## src/rtl/plot_pkg.sv

```systemverilog
// Shared types and helpers for the raster plotter.
// Pixel (row, col) maps to a flat bit index, top row first.
package plot_pkg;

  typedef enum logic {
    PLOT_WRAP   = 1'b0,
    PLOT_SCROLL = 1'b1
  } plot_mode_e;

  localparam int DEF_COLS = 4;
  localparam int DEF_ROWS = 4;

  function automatic int pix_idx(
    input int row,
    input int col,
    input int rows,
    input int cols
  );
    return (rows - 1 - row) * cols + col;
  endfunction

endpackage

```

## src/rtl/plot_serializer.sv

```systemverilog
// Free-running frame serializer.
// Captures the raster at frame start and shifts it out bit by bit.
module plot_serializer #(
  parameter int N = 16
) (
  input  logic         clk_i,
  input  logic         rst_i,
  input  logic [N-1:0] store_i,
  output logic         video_sync_o,
  output logic         video_data_o
);

  localparam int PW = $clog2(N);
  localparam logic [PW-1:0] LAST = PW'(N - 1);

  logic [PW-1:0] cnt_q;
  logic [N-1:0]  snap_q;

  always_ff @(posedge clk_i) begin
    if (rst_i) begin
      cnt_q        <= '0;
      snap_q       <= '0;
      video_sync_o <= 1'b0;
      video_data_o <= 1'b0;
    end else begin
      cnt_q <= (cnt_q == LAST) ? '0 : cnt_q + 1'b1;
      if (cnt_q == '0) begin
        snap_q       <= store_i;
        video_sync_o <= 1'b1;
        video_data_o <= store_i[0];
      end else begin
        video_sync_o <= 1'b0;
        video_data_o <= snap_q[cnt_q];
      end
    end
  end

endmodule

```

## src/rtl/plot_raster_stream.sv

```systemverilog
// Column-addressed one-bit raster with wrap/scroll plotting,
// streamed out as sync-flagged serial frames.
module plot_raster_stream
  import plot_pkg::*;
#(
  parameter int COLS = DEF_COLS,
  parameter int ROWS = DEF_ROWS
) (
  input  logic                    clk_i,
  input  logic                    rst_i,
  input  logic [$clog2(ROWS)-1:0] plotcoord_i,
  input  logic                    plotdata_i,
  input  logic                    newdata_i,
  input  logic                    mode_i,
  input  logic                    clear_i,
  output logic                    video_sync_o,
  output logic                    video_data_o,
  output logic [$clog2(COLS)-1:0] current_column_o,
  output logic                    coord_err_o
);

  localparam int N  = ROWS * COLS;
  localparam int CW = $clog2(COLS);
  localparam int RW = $clog2(ROWS);
  localparam int PW = $clog2(N);
  localparam logic [RW:0]   ROWS_LIM = (RW + 1)'(ROWS);
  localparam logic [CW-1:0] LAST_COL = CW'(COLS - 1);

  logic [N-1:0]  store_q, store_d;
  logic [CW-1:0] col_q, col_d, wr_col;
  logic          filled_q, filled_d;
  logic          shifted_q, shifted_d;
  logic          err_q;
  logic          coord_ok, do_shift;
  logic [PW-1:0] dst, src;

  assign coord_ok = {1'b0, plotcoord_i} < ROWS_LIM;
  assign do_shift = (mode_i == PLOT_SCROLL) && filled_q;

  // After a scroll the counter parks on the last column; a wrap
  // sample then lands one column further on.
  assign wr_col = !shifted_q ? col_q :
                  (col_q == LAST_COL) ? '0 : col_q + 1'b1;

  always_comb begin
    store_d   = store_q;
    col_d     = col_q;
    filled_d  = filled_q;
    shifted_d = shifted_q;
    dst       = '0;
    src       = '0;
    if (clear_i) begin
      store_d   = '0;
      col_d     = '0;
      filled_d  = 1'b0;
      shifted_d = 1'b0;
    end else if (newdata_i && coord_ok) begin
      if (do_shift) begin
        for (int r = 0; r < ROWS; r++) begin
          for (int c = 0; c < COLS - 1; c++) begin
            dst = PW'(pix_idx(r, c, ROWS, COLS));
            src = PW'(pix_idx(r, c + 1, ROWS, COLS));
            store_d[dst] = store_q[src];
          end
          dst = PW'(pix_idx(r, COLS - 1, ROWS, COLS));
          store_d[dst] = (RW'(r) == plotcoord_i) & plotdata_i;
        end
        col_d     = LAST_COL;
        shifted_d = 1'b1;
      end else begin
        for (int r = 0; r < ROWS; r++) begin
          dst = PW'(pix_idx(r, int'(wr_col), ROWS, COLS));
          store_d[dst] = (RW'(r) == plotcoord_i) & plotdata_i;
        end
        col_d     = (wr_col == LAST_COL) ? '0 : wr_col + 1'b1;
        filled_d  = filled_q | (wr_col == LAST_COL);
        shifted_d = 1'b0;
      end
    end
  end

  always_ff @(posedge clk_i) begin
    if (rst_i) begin
      store_q   <= '0;
      col_q     <= '0;
      filled_q  <= 1'b0;
      shifted_q <= 1'b0;
      err_q     <= 1'b0;
    end else begin
      store_q   <= store_d;
      col_q     <= col_d;
      filled_q  <= filled_d;
      shifted_q <= shifted_d;
      err_q     <= newdata_i & ~clear_i & ~coord_ok;
    end
  end

  assign current_column_o = col_q;
  assign coord_err_o      = err_q;

  plot_serializer #(
    .N(N)
  ) u_ser (
    .clk_i       (clk_i),
    .rst_i       (rst_i),
    .store_i     (store_q),
    .video_sync_o(video_sync_o),
    .video_data_o(video_data_o)
  );

endmodule

```

## config.mk

```make
export PLATFORM = sky130hd
export DESIGN_NAME = plot_raster_stream
export DESIGN_NICKNAME = d
export VERILOG_FILES = /design/src/rtl/plot_pkg.sv /design/src/rtl/plot_serializer.sv /design/src/rtl/plot_raster_stream.sv
export SDC_FILE = /design/constraint.sdc
export NUM_CORES = 1
export LEC_CHECK = 0
export ABC_AREA = 1
export BUFFER_PORTS_ARGS = -buffer_cell sky130_fd_sc_hd__buf_2
export CORE_MARGIN = 5
export CORE_UTILIZATION = 59
export DETAILED_ROUTE_END_ITERATION = 7
export GPL_ROUTABILITY_DRIVEN = 0
export PLACE_DENSITY_LB_ADDON = 0.12
export SLEW_MARGIN = 20
export SYNTH_ARGS = -nofsm -noshare
export SYNTH_HDL_FRONTEND = slang
export SYNTH_SLANG_ARGS = --single-unit
```

## constraint.sdc

```tcl
create_clock -name clk_i -period 1.9 [get_ports clk_i]
set_clock_uncertainty 0.15 [all_clocks]
set_input_delay 0.38 -clock clk_i [delete_from_list [all_inputs] [get_ports clk_i]]
set_output_delay 0.38 -clock clk_i [all_outputs]
set_load 0.005 [all_outputs]
```

==> results.md, run 1 <==
* Die H at 67.5 um
* Antenna Nets Post-Route at 0
* Mean routed wirelength per cell at 12.2 um
* Worst ir drop on vdd at 0.610 mV
* Sequential share of power at 53.0%
* R2r worst-path depth at 11
* Root buf cell: clkbuf_4
* Slew Viols, Final at 0
* Post-Syn Nets at 282
* Synth area leader: dfxtp_1
* Register area share after synthesis at 43.2%
* Hpwl dp at 2.95 mm
* I/O Pins at 13
* Min cycle time layout at 1770 ps
* Placed Area at 2070 um2
* Post-synth cell types at 24
* Crit path launch type: register
* Syn Area/Cell at 7.30 um2
* First-pass GRT wire length at 6.87 mm
* Worst hold path type: in -> reg
* Switching power at 498 uW
* Status: completed
* Cell chain of the critical path: nand2_1 -> inv_1 -> nor2_4 -> inv_1 -> ha_1 -> o21ai_2 -> inv_2 -> nor2_1 -> nor2_1 -> o21ai_1 -> inv_1
* Final wirelength at 4.01 mm
* LEAKAGE at 1.01 nW
* Internal Power at 1.31 mW
* Final setup fails at 0
* Synth area leaders: dfxtp_1 43%, a21oi_1 9.0%, inv_1 6.9%
* Initial antenna violation count at 0
* Clk pwr share at 31.9%
* Clock Pin Slew Worst Setup and Hold Paths at 130 ps
* Pwr dens at 835 nW/um2
* Synthesis-to-finish area growth at 11.4%
* Hold-critical path depth at 2
* Power consumption at 1.81 mW
* CTS Hold Bufs at 0
* Synth Warn # at 0
* Largest net degree at the start of global routing at 23
* Most used cell, CP: inv_1
* Sw Ratio at 27.5%
* Starting Density at 62.8%
* CP endpoint kind: register
* Gr usage total at 19.6%
* DR vias/cell at 5.22
* Cells after Synth at 267
* Main synth FF type: dfxtp_1
* Post-route setup TNS at 0 ps
* Post-synth EDFFs at 0
* H-Tree Level Count at 2
* Vias after detailed routing at 1717
* Fraction of registers with async set/reset at 0%
* CP max-delay cell: dfxtp_1
* Drt first pass iters at 4
* Count leader, synth: dfxtp_1
* Buffers on Ports at 11
* Number of DRC markers in iteration 0 at 88
* Cts bufs inserted at 5
* Max Cap Viol at 0
* Fin crit share at 93.0%
* Critical path class: reg -> reg
* Total grt overflow at 0
* Max Clk Rate at 566 MHz
* Final Hold Viols at 0
* Worst-Skew Late Latency at 340 ps
* #FFs+latches synth at 42
* Post-synth top cells: 42 x dfxtp_1, 36 x inv_1, 35 x a21oi_1, 32 x nand2_1, 32 x nor2_1
* Clock buffer depth at 2
* DIE AREA at 4550 um2
* CP Max Fanout at 7
* CP max stage delay at 350 ps
* Die W at 67.5 um
* Row count at 20
* Core Region at 3100 um2
* Antenna Diode Count at 0
* CTS tree: yes
* Post-route cell area at 2170 um2
* Comb pwr share at 15.2%
* # DRC at 0
* Layout Nets at 299
* Ratio of cells with drive above 1 in the final layout at 15.4%
* Clk sinks at 42
* Worst endpoint required time at 2010 ps
* Arrival time at the worst endpoint at 1870 ps
* Share of the synthesized area in the top cell type at 43.2%
* Vias in the first global route at 1586
* Syn Std Cell Area at 1950 um2
[registers in the layout, indices dropped and copies added (netlist names)]
name / count
filled_q: 1
u_ser.cnt_q: 4
u_ser.video_sync_o: 1
shifted_q: 1
current_column_o: 2
u_ser.video_data_o: 1
u_ser.snap_q: 16
store_q: 16
[per-stage QoR]
| step | std cells | setup slack, ps | utilization, % | hold slack (ps) |
|---|---|---|---|---|
| 6_report | 329 | 134 | 70.0 | 88.2 |
| 5_1_grt | 329 | -15.4 | 70.0 | 79.8 |
| 4_1_cts | 329 | 49.1 | 69.2 | 76.0 |
| 3_5_place_dp | 321 | 67.2 | 66.6 | 297 |
| 3_3_place_gp | 321 | 136 | 66.6 | 290 |
| 2_1_floorplan | 267 | 169 | - | 279 |
[path summary, 6_finish.rpt]
check                                                 startpoint                            to  slack (ps)
worst max-delay path            current_column_o[0]$_SDFFE_PP0P_      store_q[12]$_SDFFE_PP0P_         130
worst min register to register      u_ser.snap_q[8]$_SDFFE_PP0P_  u_ser.snap_q[8]$_SDFFE_PP0P_         310
worst min-delay path                                       rst_i     u_ser.cnt_q[2]$_SDFF_PP0_          90
worst max register to register  current_column_o[0]$_SDFFE_PP0P_      store_q[12]$_SDFFE_PP0P_         130
[power groups by stage]
| stage | logic (mW) | clock network [mW] | registers, mW |
|---|---|---|---|
| after floorplan | 0.191 | 0 | 0.978 |
| after global routing | 0.316 | 0.633 | 0.966 |
| after global placement | 0.262 | 0 | 0.977 |
| final | 0.275 | 0.578 | 0.960 |
| after detailed placement | 0.267 | 0 | 0.979 |
| after CTS | 0.269 | 0.593 | 0.960 |
[cells by family after synthesis]
family,share of synthesized area (%)
other,0.192
AND/OR/NAND/NOR,18.5
buffers and inverters,10.5
adder cells (fa/ha/maj),4.50
flip-flops,43.2
XOR/XNOR,0.899
AO/OA/AOI/OAI,22.2
[what timing repair did]
action / 4_1_cts / 5_1_grt
endpoints found under the setup margin: 0 / 12
setup buffers: 0 / 0
resized for setup: 0 / 5
[cell usage in the layout, fill, tap and decap left out]
master	instances
xnor2_1	1
buf_4	7
a21oi_1	35
xnor2_2	1
o221ai_1	1
clkinv_2	1
inv_6	1
o21bai_1	1
o22ai_1	3
o21ai_2	3
nor2_1	31
nand2_4	1
dfxtp_1	42
nor2_2	2
inv_1	36
conb_1	1
buf_2	11
clkbuf_4	5
nand3_1	16
o21ai_0	24
o21ai_4	1
bufinv_16	1
nor3_4	1
o21ai_1	11
nand2_1	32
ha_1	7
a211oi_2	1
nor2_4	1
inv_2	7
[worst max-delay path, delay by kind of cell, from the launching register on]
kind / cells / cell delay (ps)
fa+ha+maj: 1 / 220
buf+inv: 4 / 310
compound gates: 2 / 250
flops: 1 / 350
simple gates: 4 / 380
[metal layers]
metal	up-vias	track usage [%]	part of all wire, %
li1	899	-	-
met1	772	25.9	47
met4	0	5.06	0.90
met2	39	31.6	47
met5	-	0	0
met3	7	4.99	4.7
[cell type report]
cell class | instances | area, um2
clock inverters | 3 | 43.8
fillers | 295 | 932
clock buffers | 5 | 37.5
repair buffers | 18 | 108
inverters | 43 | 161
flip-flops and latches | 42 | 841
multi-input cells | 174 | 925
well taps | 44 | 55.1
No activity file was read; power rests on OpenSTA's default activity.
==> inputs of run 2 (changes only) <==
==> constraint.sdc (replaced) <==
create_clock -name clk_i -period 1.9 [get_ports clk_i]
set_clock_uncertainty 0.15 [all_clocks]
set_input_delay 0.19 -clock clk_i [delete_from_list [all_inputs] [get_ports clk_i]]
set_output_delay 0.19 -clock clk_i [all_outputs]
set_load 0.005 [all_outputs]
==> run 2 against run 1 <==
Global-route usage is 1.4 points higher. Via count is 1.6% higher. Sequential share of layout area is 0.27 points higher. Worst hold slack worse by 57 ps. Non-clock buffer count is 1 higher. Largest power group unchanged. Highest routed layer unchanged.
==> results.md, run 2 (same netlist as run 1, synthesis figures left out) <==
* I/O Pins at 13 (unchanged)
* Synthesis-to-finish area growth at 10.7%
* Antenna Diode Count at 0 (unchanged)
* Die W at 67.5 um (unchanged)
* Fin crit share at 92.2% (-0.74 points)
* Arrival time at the worst endpoint at 1880 ps (about the same)
* RSZ-0062 raised after global routing: true
* Hpwl dp at 2.97 mm (+0.67%)
* Root buf cell: clkbuf_4
* Power consumption at 1.71 mW (-5.9%)
* # DRC at 0 (unchanged)
* Slew Viols, Final at 0 (unchanged)
* CP Max Fanout at 5 (-2)
* Post-route cell area at 2160 um2 (-0.69%)
* Worst ir drop on vdd at 0.536 mV (-12%)
* Clk pwr share at 27.6% (-4.3 points)
* Hold-critical path depth at 3 (+1)
* CP max stage delay at 380 ps (+30 ps)
* Antenna Nets Post-Route at 0 (unchanged)
* First-pass GRT wire length at 7.18 mm (+4.6%)
* CTS tree: yes
* Commonest non-fill, non-tap cell in the layout: dfxtp_1
* Sw Ratio at 30.6% (+3.2 points)
* R2r worst-path depth at 8 (-3)
* Area of the multi-input gates at 917 um2 (-0.81%)
* Gr usage total at 20.9% (+1.4 points)
* Min cycle time layout at 1750 ps (-14.1 ps)
* Switching power at 523 uW (+4.9%)
* DR vias/cell at 5.29 (+1.3%)
* Postcts setup bufs at 0 (unchanged)
* Vias after detailed routing at 1745 (+1.6%)
* Register area at 841 um2 (unchanged)
* Starting Density at 62.8% (unchanged)
* Core Region at 3100 um2 (unchanged)
* FILL cells at 294 (-0.34%)
* Die H at 67.5 um (unchanged)
* Cell chain of the critical path: nand2_1 -> xnor2_1 -> buf_4 -> ha_1 -> o21ai_2 -> inv_2 -> o21ai_0 -> a21oi_1
* WHS at 31.5 ps (-56.7 ps)
* Vias in the first global route at 1591 (+0.32%)
* Worst-Skew Late Latency at 370 ps (+30 ps)
* Clock buffer depth at 2 (unchanged)
* CP max-delay cell: dfxtp_1
* Worst endpoint required time at 2030 ps (+20 ps)
* Initial antenna violation count at 0 (unchanged)
* Max Cap Viol at 0 (unchanged)
* Comb pwr share at 16.2% (+1.0 points)
* Layout Nets at 300 (+0.33%)
* Final Hold Viols at 0 (unchanged)
* Max Clk Rate at 571 MHz (+0.80%)
* Sequential share of power at 56.3% (+3.3 points)
* Largest registers: store_q: 16 flops, u_ser.snap_q: 16 flops, u_ser.cnt_q: 4 flops
* H-Tree Level Count at 2 (unchanged)
* Clk sinks at 42 (unchanged)
* CP endpoint kind: register
* Placed Area at 2060 um2 (-0.36%)
* Clock Pin Slew Worst Setup and Hold Paths at 150 ps (+20 ps)
* R2r setup slk at 150 ps (about the same)
* Final setup fails at 0 (unchanged)
* Number of DRC markers in iteration 0 at 146 (+66%)
* Internal Power at 1.18 mW (-9.9%)
* DIE AREA at 4550 um2 (unchanged)
* Buffers on Ports at 11 (unchanged)
* Mean routed wirelength per cell at 12.5 um (+2.7%)
* Commonest non-fill, non-tap cells in the layout: 42 x dfxtp_1, 36 x inv_1, 35 x a21oi_1
* Crit path launch type: register
* Ratio of cells with drive above 1 in the final layout at 14.7% (-0.75 points)
* Status: completed
* Worst hold path type: in -> reg
* Pwr dens at 791 nW/um2 (-5.2%)
* Post-route setup TNS at 0 ps (unchanged)
* Total grt overflow at 0 (unchanged)
* LEAKAGE at 0.987 nW (-2.3%)
* Largest net degree at the start of global routing at 23 (unchanged)
* Row count at 20 (unchanged)
* Cts bufs inserted at 5 (unchanged)
* Final wirelength at 4.13 mm (+3.0%)
* Critical path class: reg -> reg
* Drt first pass iters at 5 (+1)
[run 2: cell types whose count changed in the layout (fill, tap and decap cells not counted)]
cell	before	now
clkinvlp_4	0	2
xnor2_1	1	2
bufinv_16	1	0
buf_4	7	6
clkinv_2	1	0
dlygate4sd3_1	0	2
xnor2_2	1	0
[run 2: repair_timing]
| item | CTS | global route |
|---|---|---|
| setup endpoints to repair | 0 | 12 |
| hold endpoints to repair | 9 | 0 |
| hold buffers | 2 | 0 |
| gates resized for setup | 0 | 4 |
[run 2: layout make-up]
type                            instances  share of cell area [%]
Inverter                               43                    7.49
Multi-Input combinational cell        174                    42.5
Clock inverter                          3                    1.10
Timing Repair Buffer                   19                    5.57
Sequential cell                        42                    39.0
Clock buffer                            5                    1.74
Tap cell                               44                    2.55
[run 2: metal layers]
metal  track usage [%]  wire [um]  vias up
met5                 0          0        -
met4              8.10         33        0
met3              5.16        237        4
met2              33.9       1930       55
met1              26.6       1930      789
li1                  -          -      897
[run 2: metrics by stage]
stage | util [%] | setup WS (ps) | cells
after detailed placement | 66.4 | 59.2 | 320
after global placement | 66.4 | 137 | 320
after floorplan | - | 169 | 267
after global routing | 69.5 | -17.8 | 330
final | 69.5 | 148 | 330
after CTS | 69.0 | 24.9 | 330
[run 2: critical path: cells and delay by family (launching register included)]
| family | cells | cell delay [ps] |
|---|---|---|
| AO/OA/AOI/OAI | 3 | 480 |
| XOR/XNOR | 1 | 140 |
| AND/OR/NAND/NOR | 1 | 90 |
| flip-flops | 1 | 380 |
| adder cells (fa/ha/maj) | 1 | 200 |
| buffers and inverters | 2 | 240 |
[run 2: worst paths after layout]
check | startpoint | to
max | current_column_o[0]$_SDFFE_PP0P_ | store_q[6]$_SDFFE_PP0P_
min | plotcoord_i[1] | store_q[7]$_SDFFE_PP0P_
max reg2reg | current_column_o[0]$_SDFFE_PP0P_ | store_q[6]$_SDFFE_PP0P_
min reg2reg | u_ser.snap_q[10]$_SDFFE_PP0P_ | u_ser.snap_q[10]$_SDFFE_PP0P_
[run 2: power groups by stage]
stage	Sequential, mW	Clock [mW]	Combinational [mW]
6_report	0.960	0.470	0.276
5_1_grt	0.966	0.514	0.317
4_1_cts	0.960	0.477	0.271
3_5_place_dp	0.979	0	0.265
3_3_place_gp	0.977	0	0.262
2_1_floorplan	0.978	0	0.191
==> inputs of run 3 (changes only) <==
Settings changed: RECOVER_POWER set to 100.
==> run 3 against run 2 <==
Sequential power barely moved. Highest routed layer unchanged. Clock power fell by 0.9%. Combinational power fell by 1%. Register-to-register slack barely moved. Cell count did not move. Non-clock buffer count did not move. Fmax fell by 0.24%. Design area fell by 0.23%. Via count fell by 0.63%. Die area did not move. Sequential share of layout area rose by 0.091 points. First-iteration DRC count fell by 23%.
==> results.md, run 3 (same netlist as run 1, synthesis figures left out) <==
* Status: completed
* I/O Pins at 13 (unchanged)
* DR vias/cell at 5.25 (-0.63%)
* Die W at 67.5 um (unchanged)
* Postcts setup bufs at 0 (unchanged)
* First-pass GRT wire length at 7.18 mm (unchanged)
* Core Region at 3100 um2 (unchanged)
* Buffers on Ports at 11 (unchanged)
* Placed Area at 2060 um2 (unchanged)
* CP endpoint kind: register
* Final Hold Viols at 0 (unchanged)
* Min cycle time layout at 1760 ps (+4.24 ps)
* Layout Nets at 300 (unchanged)
* Total grt overflow at 0 (unchanged)
* Slew Viols, Final at 0 (unchanged)
* Final wirelength at 4.12 mm (-0.29%)
* Antenna Diode Count at 0 (unchanged)
* Commonest non-fill, non-tap cells in the layout: 42 x dfxtp_1, 37 x inv_1, 35 x a21oi_1
* DIE AREA at 4550 um2 (unchanged)
* Antenna Nets Post-Route at 0 (unchanged)
* Gr usage total at 20.9% (unchanged)
* Clock buffer depth at 2 (unchanged)
* Ratio of cells with drive above 1 in the final layout at 13.6% (-1.0 points)
* Worst-Skew Late Latency at 360 ps (about the same)
* Row count at 20 (unchanged)
* Met3 wire length at 179 um (-24%)
* Max Cap Viol at 0 (unchanged)
* RSZ-0062 raised after global routing: true
* Mean routed wirelength per cell at 12.5 um (-0.29%)
* Number of DRC markers in iteration 0 at 112 (-23%)
* R2r setup slk at 140 ps (about the same)
* Clock Pin Slew Worst Setup and Hold Paths at 140 ps (about the same)
* CP Max Fanout at 5 (unchanged)
* Fin crit share at 92.4% (+0.22 points)
* Hpwl dp at 2.97 mm (unchanged)
* Die H at 67.5 um (unchanged)
* Top layer in use: met4
* Arrival time at the worst endpoint at 1870 ps (about the same)
* CTS tree: yes
* Largest registers: store_q: 16 flops, u_ser.snap_q: 16 flops, u_ser.cnt_q: 4 flops
* Pwr dens at 789 nW/um2 (-0.25%)
* Initial antenna violation count at 0 (unchanged)
* Worst ir drop on vdd at 0.535 mV (about the same)
* Final setup fails at 0 (unchanged)
* Wire length on met2 at 1.93 mm (-0.16%)
* Final setup margin at 144 ps (-4.24 ps)
* Post-route cell area at 2150 um2 (-0.23%)
* H-Tree Level Count at 2 (unchanged)
* Commonest non-fill, non-tap cell in the layout: dfxtp_1
* Post-place setup slack at 59.2 ps (unchanged)
* Cts bufs inserted at 5 (unchanged)
* Crit path launch type: register
* Worst endpoint required time at 2020 ps (about the same)
* Wire length on met1 at 1.97 mm (+1.9%)
* # DRC at 0 (unchanged)
* Drt first pass iters at 4 (-1)
* Clk sinks at 42 (unchanged)
* WHS at 34.2 ps (+2.72 ps)
* Vias in the first global route at 1591 (unchanged)
* Starting Density at 62.8% (unchanged)
* Synthesis-to-finish area growth at 10.4%
* Core Util, Final at 69.3% (-0.16 points)
* LEAKAGE at 0.980 nW (-0.72%)
* Critical path class: reg -> reg
* Root buf cell: clkbuf_4
* Worst hold path type: in -> reg
* Vias after detailed routing at 1734 (-0.63%)
* Largest net degree at the start of global routing at 23 (unchanged)
* Max Clk Rate at 569 MHz (-0.24%)
[run 3: final timing paths]
kind	end	startpoint	cells after the start
setup / recovery	store_q[6]$_SDFFE_PP0P_	current_column_o[0]$_SDFFE_PP0P_	8
hold / removal	store_q[7]$_SDFFE_PP0P_	plotcoord_i[1]	3
hold reg to reg	u_ser.snap_q[10]$_SDFFE_PP0P_	u_ser.snap_q[10]$_SDFFE_PP0P_	2
setup reg to reg	store_q[6]$_SDFFE_PP0P_	current_column_o[0]$_SDFFE_PP0P_	8
[run 3: repair_timing]
action                     4_1_cts  5_1_grt
hold buffers                     2        0
gates resized for setup          0        4
setup endpoints to repair        0       12
hold endpoints to repair         9        0
[run 3: where the power goes]
| part | switching (mW) | total [mW] | internal (mW) |
|---|---|---|---|
| sequential | 0.0248 | 0.960 | 0.935 |
| combinational | 0.174 | 0.272 | 0.0972 |
| clock | 0.318 | 0.466 | 0.148 |
| total | 0.517 | 1.70 | 1.18 |
[run 3: area by class of cell]
class | instances | area, um2
well taps | 44 | 55.1
multi-input cells | 174 | 917
clock inverters | 3 | 23.8
clock buffers | 5 | 37.5
inverters | 43 | 161
fillers | 295 | 952
flip-flops and latches | 42 | 841
repair buffers | 19 | 115
[run 3: worst max-delay path: stages (launching register included)]
cell	delay (ps)
dfxtp_1	380
nand2_1	90
xnor2_1	140
buf_4	150
ha_1	200
o21ai_2	210
inv_2	90
o21ai_0	190
a21oi_1	70
[run 3: routing by layer]
layer / vias up / GRT usage (%)
met5: - / 0
met4: 0 / 8.10
met3: 6 / 5.16
met2: 37 / 33.9
met1: 790 / 26.6
li1: 901 / -
[run 3: per-stage QoR]
step                      cells  setup TNS [ps]  total power, mW
after floorplan             267               0             1.17
after global placement      320               0             1.24
after detailed placement    320               0             1.24
after CTS                   330               0             1.71
after global routing        330           -22.6             1.79
final                       330               0             1.70
